$ cat src/rtl/trex_pkg.sv
//------------------------------------------------------------------------------
// trex_pkg : shared types, default tuning constants and helpers for trex_runner
// Rev 1.0  : initial release
//------------------------------------------------------------------------------
`default_nettype none

package trex_pkg;

  localparam logic [9:0] DEF_X_POS     = 10'd50;
  localparam logic [9:0] DEF_GROUND_Y  = 10'd400;
  localparam logic [9:0] DEF_DUCK_DY   = 10'd17;
  localparam int         DEF_JUMP_V0   = 10;
  localparam int         DEF_GRAVITY   = 1;
  localparam int         DEF_FAST_FALL = 3;
  localparam int         DEF_CUT_V     = 3;
  localparam int         DEF_ANIM_BASE = 12;
  localparam int         DEF_ANIM_MIN  = 4;

  typedef enum logic [2:0] {
    FRAME_WAITING = 3'd0,
    FRAME_RUN1    = 3'd1,
    FRAME_RUN2    = 3'd2,
    FRAME_JUMP    = 3'd3,
    FRAME_DUCK1   = 3'd4,
    FRAME_DUCK2   = 3'd5,
    FRAME_CRASH   = 3'd6
  } frame_t;

  typedef logic [2:0] trex_state_t;

  localparam trex_state_t ST_WAITING = 3'd0;
  localparam trex_state_t ST_RUN     = 3'd1;
  localparam trex_state_t ST_JUMP    = 3'd2;
  localparam trex_state_t ST_DUCK    = 3'd3;
  localparam trex_state_t ST_CRASH   = 3'd4;

  // Faster game speed shortens the leg cycle, but never below min_p ticks.
  function automatic logic [7:0] anim_period(input logic [3:0] speed,
                                             input int base, input int min_p);
    int p;
    p = base - int'(speed);
    if (p < min_p) p = min_p;
    return 8'(p);
  endfunction

endpackage

`default_nettype wire

$ cat src/rtl/trex_runner_if.sv
//------------------------------------------------------------------------------
// trex_runner_if : control inputs and sprite outputs of the runner
// Rev 1.0        : initial release
//------------------------------------------------------------------------------
`default_nettype none

interface trex_runner_if;
  import trex_pkg::*;

  logic        tick;
  logic [3:0]  speed;
  logic        jump;
  logic        duck;
  logic        crash;
  logic        restart;
  logic [9:0]  x_pos;
  logic [9:0]  y_pos;
  frame_t      frame;
  trex_state_t state;
  logic        airborne;

  modport master (
    output tick, speed, jump, duck, crash, restart,
    input  x_pos, y_pos, frame, state, airborne
  );

  modport slave (
    input  tick, speed, jump, duck, crash, restart,
    output x_pos, y_pos, frame, state, airborne
  );

endinterface

`default_nettype wire

$ cat src/rtl/trex_anim.sv
//------------------------------------------------------------------------------
// trex_anim : tick-driven period counter toggling the two-phase leg animation
// Rev 1.0   : initial release
//------------------------------------------------------------------------------
`default_nettype none

module trex_anim
  import trex_pkg::*;
#(
  parameter int ANIM_BASE = DEF_ANIM_BASE,
  parameter int ANIM_MIN  = DEF_ANIM_MIN
) (
  input  logic       clk,
  input  logic       rst_n,
  input  logic       tick,
  input  logic       enable,
  input  logic       clear,
  input  logic [3:0] speed,
  output logic       phase
);

  logic [7:0] period;
  logic [7:0] cnt_q, cnt_d;
  logic       phase_q, phase_d;

  always_comb begin
    period  = anim_period(speed, ANIM_BASE, ANIM_MIN);
    cnt_d   = cnt_q;
    phase_d = phase_q;
    // A pose change restarts the cycle from the first leg frame.
    if (clear) begin
      cnt_d   = 8'd0;
      phase_d = 1'b0;
    end else if (tick && enable) begin
      if (cnt_q + 8'd1 >= period) begin
        cnt_d   = 8'd0;
        phase_d = ~phase_q;
      end else begin
        cnt_d = cnt_q + 8'd1;
      end
    end
  end

  always_ff @(posedge clk or negedge rst_n) begin
    if (!rst_n) begin
      cnt_q   <= 8'd0;
      phase_q <= 1'b0;
    end else begin
      cnt_q   <= cnt_d;
      phase_q <= phase_d;
    end
  end

  assign phase = phase_q;

endmodule

`default_nettype wire

$ cat src/rtl/trex_runner.sv
//------------------------------------------------------------------------------
// trex_runner : runner sprite FSM with jump physics, ducking, crash and frames
// Rev 1.0     : initial release
//------------------------------------------------------------------------------
`default_nettype none

module trex_runner
  import trex_pkg::*;
#(
  parameter logic [9:0] X_POS     = DEF_X_POS,
  parameter logic [9:0] GROUND_Y  = DEF_GROUND_Y,
  parameter logic [9:0] DUCK_DY   = DEF_DUCK_DY,
  parameter int         JUMP_V0   = DEF_JUMP_V0,
  parameter int         GRAVITY   = DEF_GRAVITY,
  parameter int         FAST_FALL = DEF_FAST_FALL,
  parameter int         CUT_V     = DEF_CUT_V,
  parameter int         ANIM_BASE = DEF_ANIM_BASE,
  parameter int         ANIM_MIN  = DEF_ANIM_MIN
) (
  input  logic          clk,
  input  logic          rst_n,
  trex_runner_if.slave  bus
);

  localparam logic signed [7:0]  V0_S     = 8'(JUMP_V0);
  localparam logic signed [7:0]  CUT_S    = 8'(CUT_V);
  localparam logic signed [8:0]  G_STEP   = 9'(GRAVITY);
  localparam logic signed [8:0]  FF_STEP  = 9'(GRAVITY * FAST_FALL);
  localparam logic signed [10:0] GROUND_S = $signed({1'b0, GROUND_Y});
  localparam logic [9:0]         DUCK_Y   = GROUND_Y + DUCK_DY;

  trex_state_t        state_q, state_d;
  logic [9:0]         height_q, height_d;
  logic signed [7:0]  vel_q, vel_d;
  logic signed [7:0]  vel_cap;
  logic signed [10:0] nh;
  logic signed [8:0]  vel_dec;
  logic               in_play;
  logic               anim_phase;

  assign in_play = (state_q == ST_RUN) || (state_q == ST_JUMP) || (state_q == ST_DUCK);

  always_comb begin
    state_d  = state_q;
    height_d = height_q;
    vel_d    = vel_q;
    vel_cap  = vel_q;
    nh       = 11'sd0;
    vel_dec  = 9'sd0;
    // Crash is sampled every clock, not just on frame ticks.
    if (bus.crash && in_play) begin
      state_d = ST_CRASH;
    end else if (bus.tick) begin
      case (state_q)
        ST_WAITING, ST_RUN: begin
          if (bus.jump) begin
            state_d  = ST_JUMP;
            vel_d    = V0_S;
            height_d = 10'd0;
          end else if (state_q == ST_RUN && bus.duck) begin
            state_d = ST_DUCK;
          end
        end
        ST_DUCK: begin
          if (!bus.duck) state_d = ST_RUN;
        end
        ST_JUMP: begin
          if (!bus.jump && vel_q > CUT_S) vel_cap = CUT_S;
          nh = $signed({1'b0, height_q}) + 11'(vel_cap);
          if (nh <= 11'sd0) begin
            height_d = 10'd0;
            vel_d    = 8'sd0;
            state_d  = bus.duck ? ST_DUCK : ST_RUN;
          end else begin
            height_d = (nh > GROUND_S) ? GROUND_Y : nh[9:0];
            vel_dec  = 9'(vel_cap) - (bus.duck ? FF_STEP : G_STEP);
            vel_d    = (vel_dec < -9'sd128) ? -8'sd128 : vel_dec[7:0];
          end
        end
        ST_CRASH: begin
          if (bus.restart) begin
            state_d  = ST_RUN;
            height_d = 10'd0;
            vel_d    = 8'sd0;
          end
        end
        default: state_d = ST_WAITING;
      endcase
    end
  end

  always_ff @(posedge clk or negedge rst_n) begin
    if (!rst_n) begin
      state_q  <= ST_WAITING;
      height_q <= 10'd0;
      vel_q    <= 8'sd0;
    end else begin
      state_q  <= state_d;
      height_q <= height_d;
      vel_q    <= vel_d;
    end
  end

  trex_anim #(
    .ANIM_BASE (ANIM_BASE),
    .ANIM_MIN  (ANIM_MIN)
  ) u_anim (
    .clk    (clk),
    .rst_n  (rst_n),
    .tick   (bus.tick),
    .enable ((state_q == ST_RUN) || (state_q == ST_DUCK)),
    .clear  (state_d != state_q),
    .speed  (bus.speed),
    .phase  (anim_phase)
  );

  assign bus.x_pos    = X_POS;
  assign bus.y_pos    = (state_q == ST_DUCK) ? DUCK_Y : (GROUND_Y - height_q);
  assign bus.state    = state_q;
  assign bus.airborne = (height_q != 10'd0) || (state_q == ST_JUMP);

  always_comb begin
    case (state_q)
      ST_RUN:   bus.frame = anim_phase ? FRAME_RUN2 : FRAME_RUN1;
      ST_JUMP:  bus.frame = FRAME_JUMP;
      ST_DUCK:  bus.frame = anim_phase ? FRAME_DUCK2 : FRAME_DUCK1;
      ST_CRASH: bus.frame = FRAME_CRASH;
      default:  bus.frame = FRAME_WAITING;
    endcase
  end

endmodule

`default_nettype wire

$ cat src/flat_wrapper.sv
// flat-port wrapper written by rule: the top's interface ports become plain ports
module trex_runner_flat import trex_pkg::*;
#(
  parameter logic [9:0] X_POS     = DEF_X_POS,
  parameter logic [9:0] GROUND_Y  = DEF_GROUND_Y,
  parameter logic [9:0] DUCK_DY   = DEF_DUCK_DY,
  parameter int         JUMP_V0   = DEF_JUMP_V0,
  parameter int         GRAVITY   = DEF_GRAVITY,
  parameter int         FAST_FALL = DEF_FAST_FALL,
  parameter int         CUT_V     = DEF_CUT_V,
  parameter int         ANIM_BASE = DEF_ANIM_BASE,
  parameter int         ANIM_MIN  = DEF_ANIM_MIN
)
  (clk, rst_n, bus_tick, bus_speed, bus_jump, bus_duck, bus_crash, bus_restart, bus_x_pos, bus_y_pos, bus_frame, bus_state, bus_airborne);
  trex_runner_if bus_i ();
  input  logic clk;
  input  logic rst_n;
  input wire logic [$bits(bus_i.tick)-1:0] bus_tick;
  input wire logic [$bits(bus_i.speed)-1:0] bus_speed;
  input wire logic [$bits(bus_i.jump)-1:0] bus_jump;
  input wire logic [$bits(bus_i.duck)-1:0] bus_duck;
  input wire logic [$bits(bus_i.crash)-1:0] bus_crash;
  input wire logic [$bits(bus_i.restart)-1:0] bus_restart;
  output wire logic [$bits(bus_i.x_pos)-1:0] bus_x_pos;
  output wire logic [$bits(bus_i.y_pos)-1:0] bus_y_pos;
  output wire logic [$bits(bus_i.frame)-1:0] bus_frame;
  output wire logic [$bits(bus_i.state)-1:0] bus_state;
  output wire logic [$bits(bus_i.airborne)-1:0] bus_airborne;
  assign bus_i.tick = bus_tick;
  assign bus_i.speed = bus_speed;
  assign bus_i.jump = bus_jump;
  assign bus_i.duck = bus_duck;
  assign bus_i.crash = bus_crash;
  assign bus_i.restart = bus_restart;
  assign bus_x_pos = bus_i.x_pos;
  assign bus_y_pos = bus_i.y_pos;
  assign bus_frame = bus_i.frame;
  assign bus_state = bus_i.state;
  assign bus_airborne = bus_i.airborne;
  trex_runner #(.X_POS(X_POS), .GROUND_Y(GROUND_Y), .DUCK_DY(DUCK_DY), .JUMP_V0(JUMP_V0), .GRAVITY(GRAVITY), .FAST_FALL(FAST_FALL), .CUT_V(CUT_V), .ANIM_BASE(ANIM_BASE), .ANIM_MIN(ANIM_MIN)) u_core (.clk(clk), .rst_n(rst_n), .bus(bus_i));
endmodule
$ cat config.mk
export PLATFORM = sky130hd
export DESIGN_NAME = trex_runner_flat
export DESIGN_NICKNAME = d
export VERILOG_FILES = /design/src/rtl/trex_pkg.sv /design/src/rtl/trex_runner_if.sv /design/src/rtl/trex_anim.sv /design/src/rtl/trex_runner.sv /design/src/flat_wrapper.sv
export SDC_FILE = /design/constraint.sdc
export NUM_CORES = 1
export LEC_CHECK = 0
export ABC_AREA = 1
export CAP_MARGIN = 10
export CELL_PAD_IN_SITES_DETAIL_PLACEMENT = 0
export CELL_PAD_IN_SITES_GLOBAL_PLACEMENT = 1
export CORE_ASPECT_RATIO = 0.8
export CORE_MARGIN = 2
export CORE_UTILIZATION = 40
export CTS_CLUSTER_SIZE = 12
export DETAILED_ROUTE_END_ITERATION = 8
export PLACE_DENSITY = 0.84
export SYNTH_ARGS = -nofsm -noshare
export SYNTH_HDL_FRONTEND = slang
export SYNTH_SLANG_ARGS = --single-unit
$ cat constraint.sdc
create_clock -name clk -period 3.5 [get_ports clk]
set_input_delay 0.875 -clock clk [delete_from_list [all_inputs] [get_ports clk]]
set_output_delay 0.875 -clock clk [all_outputs]
set_load 0.005 [all_outputs]
* Yosys cells after proc, flatten, opt, wreduce, memory -nomap -nowiden
Cells that the tools add are included.
** Word-level totals
- Flip-flop bits (word level) :: 30
- Bits of input ports :: 11
- Output and inout bits :: 27
- Logic and storage cells :: 77
** Cells by class
- $add $sub $neg :: 5
- Order comparisons :: 6
- Equal/unequal tests :: 7
- Multiplexer cells :: 35
- Bitwise gates (word level) :: 2
- Reductions and logical operators :: 17
** Operators with widths (count)
- 2-to-1 mux 8 bit :: 12
- 2-to-1 mux 10 bit :: 5
- one-hot mux 10 bit (3 select lines) :: 1
- one-hot mux 3 bit (4 select lines) :: 2
- one-hot mux 8 bit (3 select lines) :: 1
- 2-to-1 mux 3 bit :: 7
- adder 11 x 8 -> 11 bit :: 1
- greater-than comparator 11 x 10 -> 1 bit (second input constant) :: 1
- less-or-equal comparator 11 x 1 -> 1 bit (second input constant) :: 1
- nonzero test 10 bit :: 1
- subtractor 9 x 10 -> 10 bit (first input constant) :: 1
- < comparator 9 x 8 -> 1 bit (second input constant) :: 1
- subtractor 8 x 3 -> 9 bit :: 1
- adder 8 x 1 -> 8 bit (second input constant) :: 1
- greater-or-equal comparator 8 bit :: 1
- greater-than comparator 8 x 3 -> 1 bit (second input constant) :: 1
- equality test 3 x 2 -> 1 bit (second input constant) :: 2
- 2-to-1 mux 2 bit :: 3
- < comparator 5 x 4 -> 1 bit (second input constant) :: 1
- AND reduction 5 bit :: 1
- subtractor 4 x 4 -> 5 bit (first input constant) :: 1
- logical AND 1 bit :: 4
- logical OR 1 bit :: 4
- 2-to-1 mux 1 bit :: 4
- other kinds (11) :: 14

* Longest topological paths before layout
Gate-level depths: netlist of the first run.
- Word-level depth :: 15
- Mapped depth :: 28
- Depth with buffers taken out :: 28

* Modules after synthesis
A second synthesis of the first run with hierarchy kept.
** Unflattened totals
- Cell total of the unflattened synthesis :: 429
- Area, all modules :: 2975.4 um^2
** Modules (own cells, without submodules)
- trex_runner :: instances 1, cells an instance 326, area an instance 2223.4 um^2, sequential area each 525.5 um^2
- trex_anim :: instances 1, cells an instance 103, area an instance 752.0 um^2, sequential area each 225.2 um^2

* Worst setup path before layout of the first run
Ideal clock, no wire load.
- Path type :: input to register
- From :: in bus_jump
- To :: reg u_core.u_anim.cnt_q[5]
- Library setup time :: 0.117 ns
- Arrival time :: 3.340 ns
- Required time :: 3.383 ns
- Slack :: 0.043 ns
- Stages on the path :: 25
- Path buffers :: 0
- Cell sequence :: nor2_2 > nand2_4 > inv_1 > or2_2 > ha_1 > fa_1 > nand2_1 > nand3b_2 > nand2_2 > nand2_1 > nand3b_1 > nand2_1 > nand3_1 > nor2_1 > nand2_2 > nand2_1 > nand2_1 > nand3b_1 > nand2_1 > nand2_1 > nand2_4 > nand3_4 > inv_2 > nand2_1 > nand2_1
** Between the ends
- Longest elaborated chain between the ends :: 14
- Elaborated cells between the ends (all ways) :: 16
- Classes of those cells :: add/sub: 1; order compare: 1; eq/ne: 1; mux: 10; reduce/logical: 3
** Ends and longest elaborated chain
- from (decl) :: RTL line flat_wrapper.sv:20 : input wire logic [$bits(bus_i.jump)-1:0] bus_jump;
- zero test 1 bit :: RTL line trex_runner.sv:68 : if (!bus.jump && vel_q > CUT_S) vel_cap = CUT_S;
- logical AND 1 bit :: RTL line trex_runner.sv:68
- 2-to-1 mux 8 bit :: RTL line trex_runner.sv:68
- 2-to-1 mux 8 bit :: RTL line trex_runner.sv:54 : case (state_q)
- 2-to-1 mux 8 bit :: RTL line trex_runner.sv:53 : end else if (bus.tick) begin
- 2-to-1 mux 8 bit :: RTL line trex_runner.sv:51 : if (bus.crash && in_play) begin
- adder 11 x 8 -> 11 bit :: RTL line trex_runner.sv:69 : nh = $signed({1'b0, height_q}) + 11'(vel_cap);
- less-or-equal comparator 11 x 1 -> 1 bit :: RTL line trex_runner.sv:70 : if (nh <= 11'sd0) begin
- 2-to-1 mux 3 bit :: RTL line trex_runner.sv:70
- one-hot mux 3 bit (4 select lines) * :: RTL line trex_runner.sv:54
- 2-to-1 mux 3 bit * :: RTL line trex_runner.sv:53
- 2-to-1 mux 3 bit * :: RTL line trex_runner.sv:51
- inequality test 3 bit * :: RTL line trex_runner.sv:112 : .clear (state_d != state_q),
- 2-to-1 mux 8 bit / nonzero test 2 bit (equally long branches)
- to (signal assigned) :: RTL line trex_anim.sv:49 : cnt_q <= cnt_d;
- to (decl) :: RTL line trex_anim.sv:23 : logic [7:0] cnt_q, cnt_d;
Every way passes the cells marked *; elsewhere a longest branch is shown, timed or not. The select of a mux whose other input is x is not followed.
A chain may end at the register's enable or synchronous reset.

* Worst setup path in the final report of the first run
- From :: in bus_speed[3]
- To :: reg u_core.u_anim.cnt_q[2]
** Between the ends
- Longest elaborated chain between the ends :: 7
** Ends and longest elaborated chain
- from (decl) :: RTL line flat_wrapper.sv:19 : input wire logic [$bits(bus_i.speed)-1:0] bus_speed;
- subtractor 4 x 4 -> 5 bit * :: RTL line trex_pkg.sv:41 : p = base - int'(speed);
- < comparator 5 x 4 -> 1 bit :: RTL line trex_pkg.sv:42 : if (p < min_p) p = min_p;
- 2-to-1 mux 8 bit * :: RTL line trex_pkg.sv:42
- greater-or-equal comparator 8 bit * :: RTL line trex_anim.sv:35 : if (cnt_q + 8'd1 >= period) begin
- 2-to-1 mux 8 bit * :: RTL line trex_anim.sv:35
- 2-to-1 mux 8 bit * :: RTL line trex_anim.sv:34 : end else if (tick && enable) begin
- 2-to-1 mux 8 bit * :: RTL line trex_anim.sv:31 : if (clear) begin
Marked as above.

==> results of run 1 <==
==> logic make-up (layout without fill, tap and decap cells) <==
| family | count (synthesis) | count (layout) | share of synthesized area (%) |
|---|---|---|---|
| AND/OR/NAND/NOR | 206 | 206 | 33.9 |
| flip-flops | 30 | 30 | 25.9 |
| adder cells (fa/ha/maj) | 22 | 22 | 10.0 |
| XOR/XNOR | 13 | 13 | 4.18 |
| buffers and inverters | 91 | 181 | 13.1 |
| AO/OA/AOI/OAI | 64 | 64 | 12.6 |
| other | 2 | 10 | 0.259 |
==> layout make-up <==
cell class / instances / area, um^2 / area share, %
well taps: 87 / 109 / 2.68
multi-input cells: 315 / 2020 / 49.7
inverters: 77 / 292 / 7.16
clock inverters: 2 / 10.0 / 0.246
repair buffers: 97 / 816 / 20.0
clock buffers: 5 / 68.8 / 1.69
flip-flops and latches: 30 / 752 / 18.5
==> worst min-delay path by stage <==
stage / startpoint / endpoint / slack [ns] / cells after the start
3_5_place_dp: u_core.vel_q[0] / u_core.vel_q[0] / 0.49 / 2
3_3_place_gp: u_core.vel_q[0] / u_core.vel_q[0] / 0.48 / 2
6_report: u_core.u_anim.cnt_q[7] / u_core.u_anim.cnt_q[7] / 0.51 / 2
2_1_floorplan: u_core.vel_q[0] / u_core.vel_q[0] / 0.45 / 2
5_1_grt: u_core.vel_q[0] / u_core.vel_q[0] / 0.54 / 2
4_1_cts: u_core.vel_q[0] / u_core.vel_q[0] / 0.51 / 2
==> state kept, by name, indices dropped and copies added (netlist names) <==
name / flops
u_core.bus.state: 3
u_core.height_q: 10
u_core.u_anim.cnt_q: 8
u_core.u_anim.phase: 1
u_core.vel_q: 8
==> critical path: stages <==
cell and delay [ns]:
clkdlybuf4s50_1 0.49, xor2_1 0.20, nor2_1 0.08, ha_1 0.32, inv_1 0.07, nand2_1 0.05
ha_1 0.25, a21boi_0 0.13, o21a_1 0.21, o21ai_1 0.14, nand2_1 0.11, a31oi_4 0.25
inv_4 0.08, nor2_1 0.09, nand4_1 0.13, nand2_1 0.09
==> power breakdown <==
group          switching (W)  total [W]  internal, W
Combinational        0.00106    0.00208      0.00103
Clock               0.000134   0.000267     0.000133
Sequential          0.000118   0.000542     0.000423
Total                0.00131    0.00289      0.00158
==> layer usage <==
metal	vias to the layer above	wire length, um	GRT usage (%)
met2	91	3420	31.4
met1	1423	4130	30.9
met4	0	142	5.89
met3	15	502	3.66
met5	-	0	0
li1	1560	-	-
==> cell usage after synthesis, drive strengths merged <==
master / n / area share, %
a31oi: 3 / 0.65
fa: 2 / 1.4
nand4: 11 / 2.4
a21boi: 1 / 0.26
nand2: 104 / 16
or2: 2 / 0.43
dfrtp: 30 / 26
ha: 20 / 8.6
o31ai: 1 / 0.26
o211ai: 1 / 0.26
nor2: 42 / 5.5
nand3b: 5 / 1.4
o22ai: 8 / 1.7
xor2: 9 / 3.0
a211oi: 1 / 0.26
conb: 2 / 0.26
a21o: 2 / 0.52
nor3: 11 / 2.1
o21ai: 27 / 4.7
clkbuf: 3 / 0.39
xnor2: 4 / 1.2
nor4: 1 / 0.22
o2111ai: 1 / 0.30
buf: 11 / 2.8
nand3: 30 / 6.3
a21oi: 14 / 2.4
inv: 77 / 10
a22oi: 3 / 0.78
o21a: 1 / 0.26
a221oi: 1 / 0.30
==> metrics by stage <==
step | hold WS (ns) | setup TNS (ns) | worst slack (ns)
finish | 0.507 | 0 | 0.158
global route | 0.537 | -0.290 | -0.0535
CTS | 0.511 | 0 | 0.000361
detailed placement | 0.487 | -13.68 | -0.625
global placement | 0.484 | -11.54 | -0.542
floorplan | 0.446 | 0 | 0.0428
==> timing repair <==
action                                  4_1_cts  5_1_grt
pin swaps                                    12       33
endpoints found under the setup margin       26       26
hold endpoints to repair                      0        0
setup buffers                                 7        3
resized for setup                            28       45
==> results.py, run 1 <==
metrics = {
    "outcome": {
        "status": "finished clean",
    },
    "global_routing": {
        "antenna_found_initial": 0,
        "grt-ovfl-total": 0,
        "grt_pass1_wl_um": 13200,
        "first_global_vias": 2832,
        "grt_max_degree": 31,
        "track_usage_pct": 21.0,
    },
    "drt": {
        "vias": 3089,
        "wl_per_cell_um": 13.4,
        "drt_pre_antenna_iters": 5,
        "drt-total-wl_um": 8200,
        "vias_per_cell": 5.04,
        "first_iter_violations": 161,
        "drc": 0,
        "ant_nets": 0,
    },
    "layout": {
        "area_growth_pct": 40.2,
        "n_fill_cell": 655,
        "layout_common_cells": "nand2_1 (77), inv_1 (70), buf_4 (67), nor2_1 (33), dfrtp_1 (29)",
        "final_common_cell": "nand2_1",
        "drive_gt1_share_pct": 27.9,
        "final_nets": 559,
        "finalInstanceArea_mm2": 0.00407,
        "diodes": 0,
        "fin_cells": 613,
        "final_util_pct": 58.5,
    },
    "cts": {
        "clk_pin_slew_worst_paths_ns": 0.07,
        "htreeDepth": 2,
        "clock_sinks": 30,
        "tritoncts": "built",
        "cts_hold_repair.buffers": 0,
        "cts-root-buf": "clkbuf_8",
        "insertion_delay_ns": 0.28,
        "cts_made_buffers": 5,
        "clockBufferDepth": 2,
    },
    "pwr": {
        "p_per_area_mw_per_mm2": 711,
        "peakVddDrop_mv": 0.331,
        "p_leak_nw": 2.14,
        "p_total_w": 0.00289,
    },
    "worst_setup_path": {
        "cp_max_fo": 6,
        "startpoint": "bus_speed[3]",
        "regToRegEndpoint": "u_core.u_anim.phase",
        "rr_startpoint": "u_core.vel_q[6]",
        "crit_required_ns": 3.72,
        "reg2reg_depth": 25,
        "cp.arrival_ns": 3.56,
        "cp-end-kind": "flip-flop",
        "worstSetupPathType": "in2reg",
        "worstSetupStartpointType": "input pin",
        "cp-endpoint": "u_core.u_anim.cnt_q[2]",
        "r2r_slack_ns": 0.22,
    },
    "placement": {
        "gp_routability_congestion": 0.864,
        "place_area_mm2": 0.00367,
        "place_hpwl_um": 6260,
        "place.port_buffers": 27,
        "dp_cells": 596,
    },
    "floorplan": {
        "core_mm2": 0.00696,
        "rows": 27,
        "die_w_um": 99.2,
        "die-height_um": 80.2,
        "initial_utilization_pct": 41.7,
        "pin_count": 38,
        "die_area_mm2": 0.00796,
    },
    "sta": {
        "fin_skew_ns": 0.00576,
        "period_share_pct": 95.5,
        "tightest_slew_ns": 0.560,
        "fin_crit_ns": 3.34,
        "setup-violations-final": 0,
        "timing.fmax_ghz": 0.299,
        "maxSlewHeadroom_pct": 62.5,
        "hold_viol_final": 0,
        "slew_violations": 0,
    },
    "yosys": {
        "syn_area_mm2": 0.00290,
        "synth-seq-area-share_pct": 25.9,
        "synth_cell_types": 42,
        "ys_warn_count": 0,
        "syn_avg_cell_area_um2": 6.78,
        "syn_inst": 428,
        "synth-seq-cells": 30,
    },
    "worst_hold_path": {
        "hold_path.class": "reg2reg",
    },
    "job": {
        "drv_cap": 0,
    },
}
(Power assumes the default switching activity.)
==> run 2: changes to the inputs <==
- CORE_UTILIZATION: 40 -> 36
- GPL_TIMING_DRIVEN: unset -> 0
- PLACE_DENSITY: 0.84 -> 0.8
- clock period: 3.5 -> 3 ns (I/O delays scaled with it)
==> run 2 against run 1 <==
Against the previous run: the flow now finishes with violations (setup timing); global-route usage decreased by 3.0 points; sequential share of layout area increased by 0.33 points; sequential cell count unchanged; non-clock buffer count decreased by 30; hold slack got worse by 0.016 ns; routed wire length decreased by 4.7%; total power increased by 16%; register-to-register slack got worse by 0.52 ns; critical path depth increased by 10; setup slack got worse by 0.46 ns; critical endpoint is now u_core.u_anim.cnt_q[0]; largest power group unchanged.
==> results.py, run 2 (synthesis gave the netlist of run 1 again) <==
metrics = {
    "pwr": {
        "p_leak_nw": 2.05,
        "p_per_area_mw_per_mm2": 834,
        "peakVddDrop_mv": 0.314,
    },
    "floorplan": {
        "initial_utilization_pct": 36.9,
        "die_area_mm2": 0.00880,
        "die-height_um": 84.3,
        "pin_count": 38,
        "die_w_um": 104,
        "rows": 29,
        "core_mm2": 0.00787,
    },
    "cts": {
        "cts_made_buffers": 5,
        "cts-root-buf": "clkbuf_8",
        "cts_hold_repair.buffers": 0,
        "clk_pin_slew_worst_paths_ns": 0.07,
        "clockBufferDepth": 2,
        "tritoncts": "built",
        "htreeDepth": 2,
        "clock_sinks": 30,
        "insertion_delay_ns": 0.29,
    },
    "global_routing": {
        "gr-max-usage-layer": "met1",
        "grt-ovfl-total": 0,
        "grt_max_degree": 31,
        "use_met3_pct": 3.26,
        "use_met1_pct": 27.5,
        "first_global_vias": 2596,
        "gr-usage-met2_pct": 26.3,
        "grt_pass1_wl_um": 12800,
        "antenna_found_initial": 0,
        "track_usage_pct": 18.0,
    },
    "sta": {
        "fin_crit_ns": 3.31,
        "setup-violations-final": 24,
        "whs_ns": 0.492,
        "timing.fmax_ghz": 0.302,
        "period_share_pct": 110,
        "fin_skew_ns": 0.0114,
        "rsz0062_at_grt": "true",
        "tightest_slew_ns": 0.697,
        "fin_ws_ns": -0.307,
        "maxSlewHeadroom_pct": 53.5,
        "hold_viol_final": 0,
        "slew_violations": 0,
    },
    "layout": {
        "top_regs": "u_core.height_q (10), u_core.u_anim.cnt_q (8), u_core.vel_q (8)",
        "register_area_um2": 754,
        "area_growth_pct": 38.2,
        "finalInstanceArea_mm2": 0.00401,
        "diodes": 0,
        "largest-register": "u_core.height_q",
        "largest_reg_flops": 10,
        "n_fill_cell": 783,
        "final_common_cell": "nand2_1",
        "final_nets": 530,
        "drive_gt1_share_pct": 27.9,
        "layout_common_cells": "nand2_1 (74), inv_1 (69), nor2_1 (32), buf_4 (32), dfrtp_1 (27)",
        "multi_input_area_mm2": 0.00216,
    },
    "drt": {
        "vias": 2906,
        "ant_nets": 0,
        "vias_per_cell": 4.80,
        "drt_pre_antenna_iters": 4,
        "drc": 0,
        "drt-total-wl_um": 7810,
        "first_iter_violations": 184,
        "wl_per_cell_um": 12.9,
    },
    "worst_setup_path": {
        "cp-end-kind": "flip-flop",
        "cp_slowest_stage_delay_ns": 0.36,
        "reg2reg_depth": 26,
        "worstSetupPathType": "in2reg",
        "cp.arrival_ns": 3.48,
        "crit_top_cell": "nand2_1",
        "cp_max_fo": 5,
        "slowest_stage": "fa_2",
        "worstSetupStartpointType": "input pin",
        "crit_required_ns": 3.17,
    },
    "outcome": {
        "status": "finished, violations left",
        "failed_checks": "setup timing",
    },
    "placement": {
        "gp_routability_congestion": 0.864,
        "place_area_mm2": 0.00337,
        "place.port_buffers": 27,
        "place_hpwl_um": 5840,
    },
    "worst_hold_path": {
        "hold_depth": 2,
        "hold_path.class": "reg2reg",
    },
    "job": {
        "drv_cap": 0,
    },
}
[run 2: cell types whose count changed in the layout (fill, tap and decap cells not counted), sizes merged]
cell,before,now
clkinv,2,1
nand2,104,105
dlygate4sd2,0,3
clkbuf,5,9
clkdlybuf4s50,23,22
dlymetal6s2s,3,0
clkinvlp,0,1
buf,71,39
[run 2: path summary, 6_finish.rpt]
| kind | start | end | slack [ns] |
|---|---|---|---|
| max reg2reg | u_core.vel_q[3] | u_core.u_anim.cnt_q[0] | -0.30 |
| max | bus_jump | u_core.u_anim.cnt_q[0] | -0.31 |
| min in group asynchronous | rst_n | u_core.vel_q[5] | 0.51 |
| min reg2reg | u_core.vel_q[0] | u_core.vel_q[0] | 0.49 |
| min | u_core.vel_q[0] | u_core.vel_q[0] | 0.49 |
| max in group asynchronous | rst_n | u_core.vel_q[2] | 2.00 |
[run 2: through the flow]
step | power, W | TNS [ns] | utilization, % | worst slack, ns | instances
after global placement | 0.00245 | -28.95 | 42.9 | -1.24 | 571
after CTS | 0.00316 | -2.06 | 48.8 | -0.243 | 600
after floorplan | 0.00183 | -2.07 | - | -0.203 | 436
after global routing | 0.00364 | -8.63 | 50.9 | -0.505 | 606
final | 0.00335 | -3.53 | 50.9 | -0.307 | 606
after detailed placement | 0.00246 | -29.21 | 42.9 | -1.24 | 571
[run 2: worst max-delay path, delay by kind of cell]
kind / cells / cell delay, ns
adders and majority gates: 2 / 0.53
buffers and inverters: 3 / 0.21
and+or+nand+nor: 21 / 1.99
[run 2: cell type report]
class / instances / share of cell area, %
multi-input combinational: 316 / 53.8
clock buffer: 6 / 2.06
clock inverter: 2 / 0.312
sequential: 30 / 18.8
timing repair buffer: 53 / 12.0
buffer: 14 / 2.28
tap: 108 / 3.37
inverter: 77 / 7.33
[run 2: metal layers]
layer,routed length [um],up-vias,part of all wire (%)
met1,4060,1333,52
li1,-,1503,-
met5,0,-,0
met4,51,0,0.65
met3,427,4,5.5
met2,3280,66,42
[run 2: repair_timing]
| action | 4_1_cts | 5_1_grt |
|---|---|---|
| buffers inserted | 20 | 6 |
| setup endpoints to repair | 29 | 33 |
| hold endpoints to repair | 0 | 0 |
| pin swaps | 29 | 12 |
| gates cloned | 1 | 0 |
| resized for setup | 59 | 40 |
[run 2: power breakdown]
group	switching (W)	total (W)	internal [W]
registers	0.000115	0.000612	0.000496
logic	0.00131	0.00239	0.00108
clock network	0.000160	0.000344	0.000184
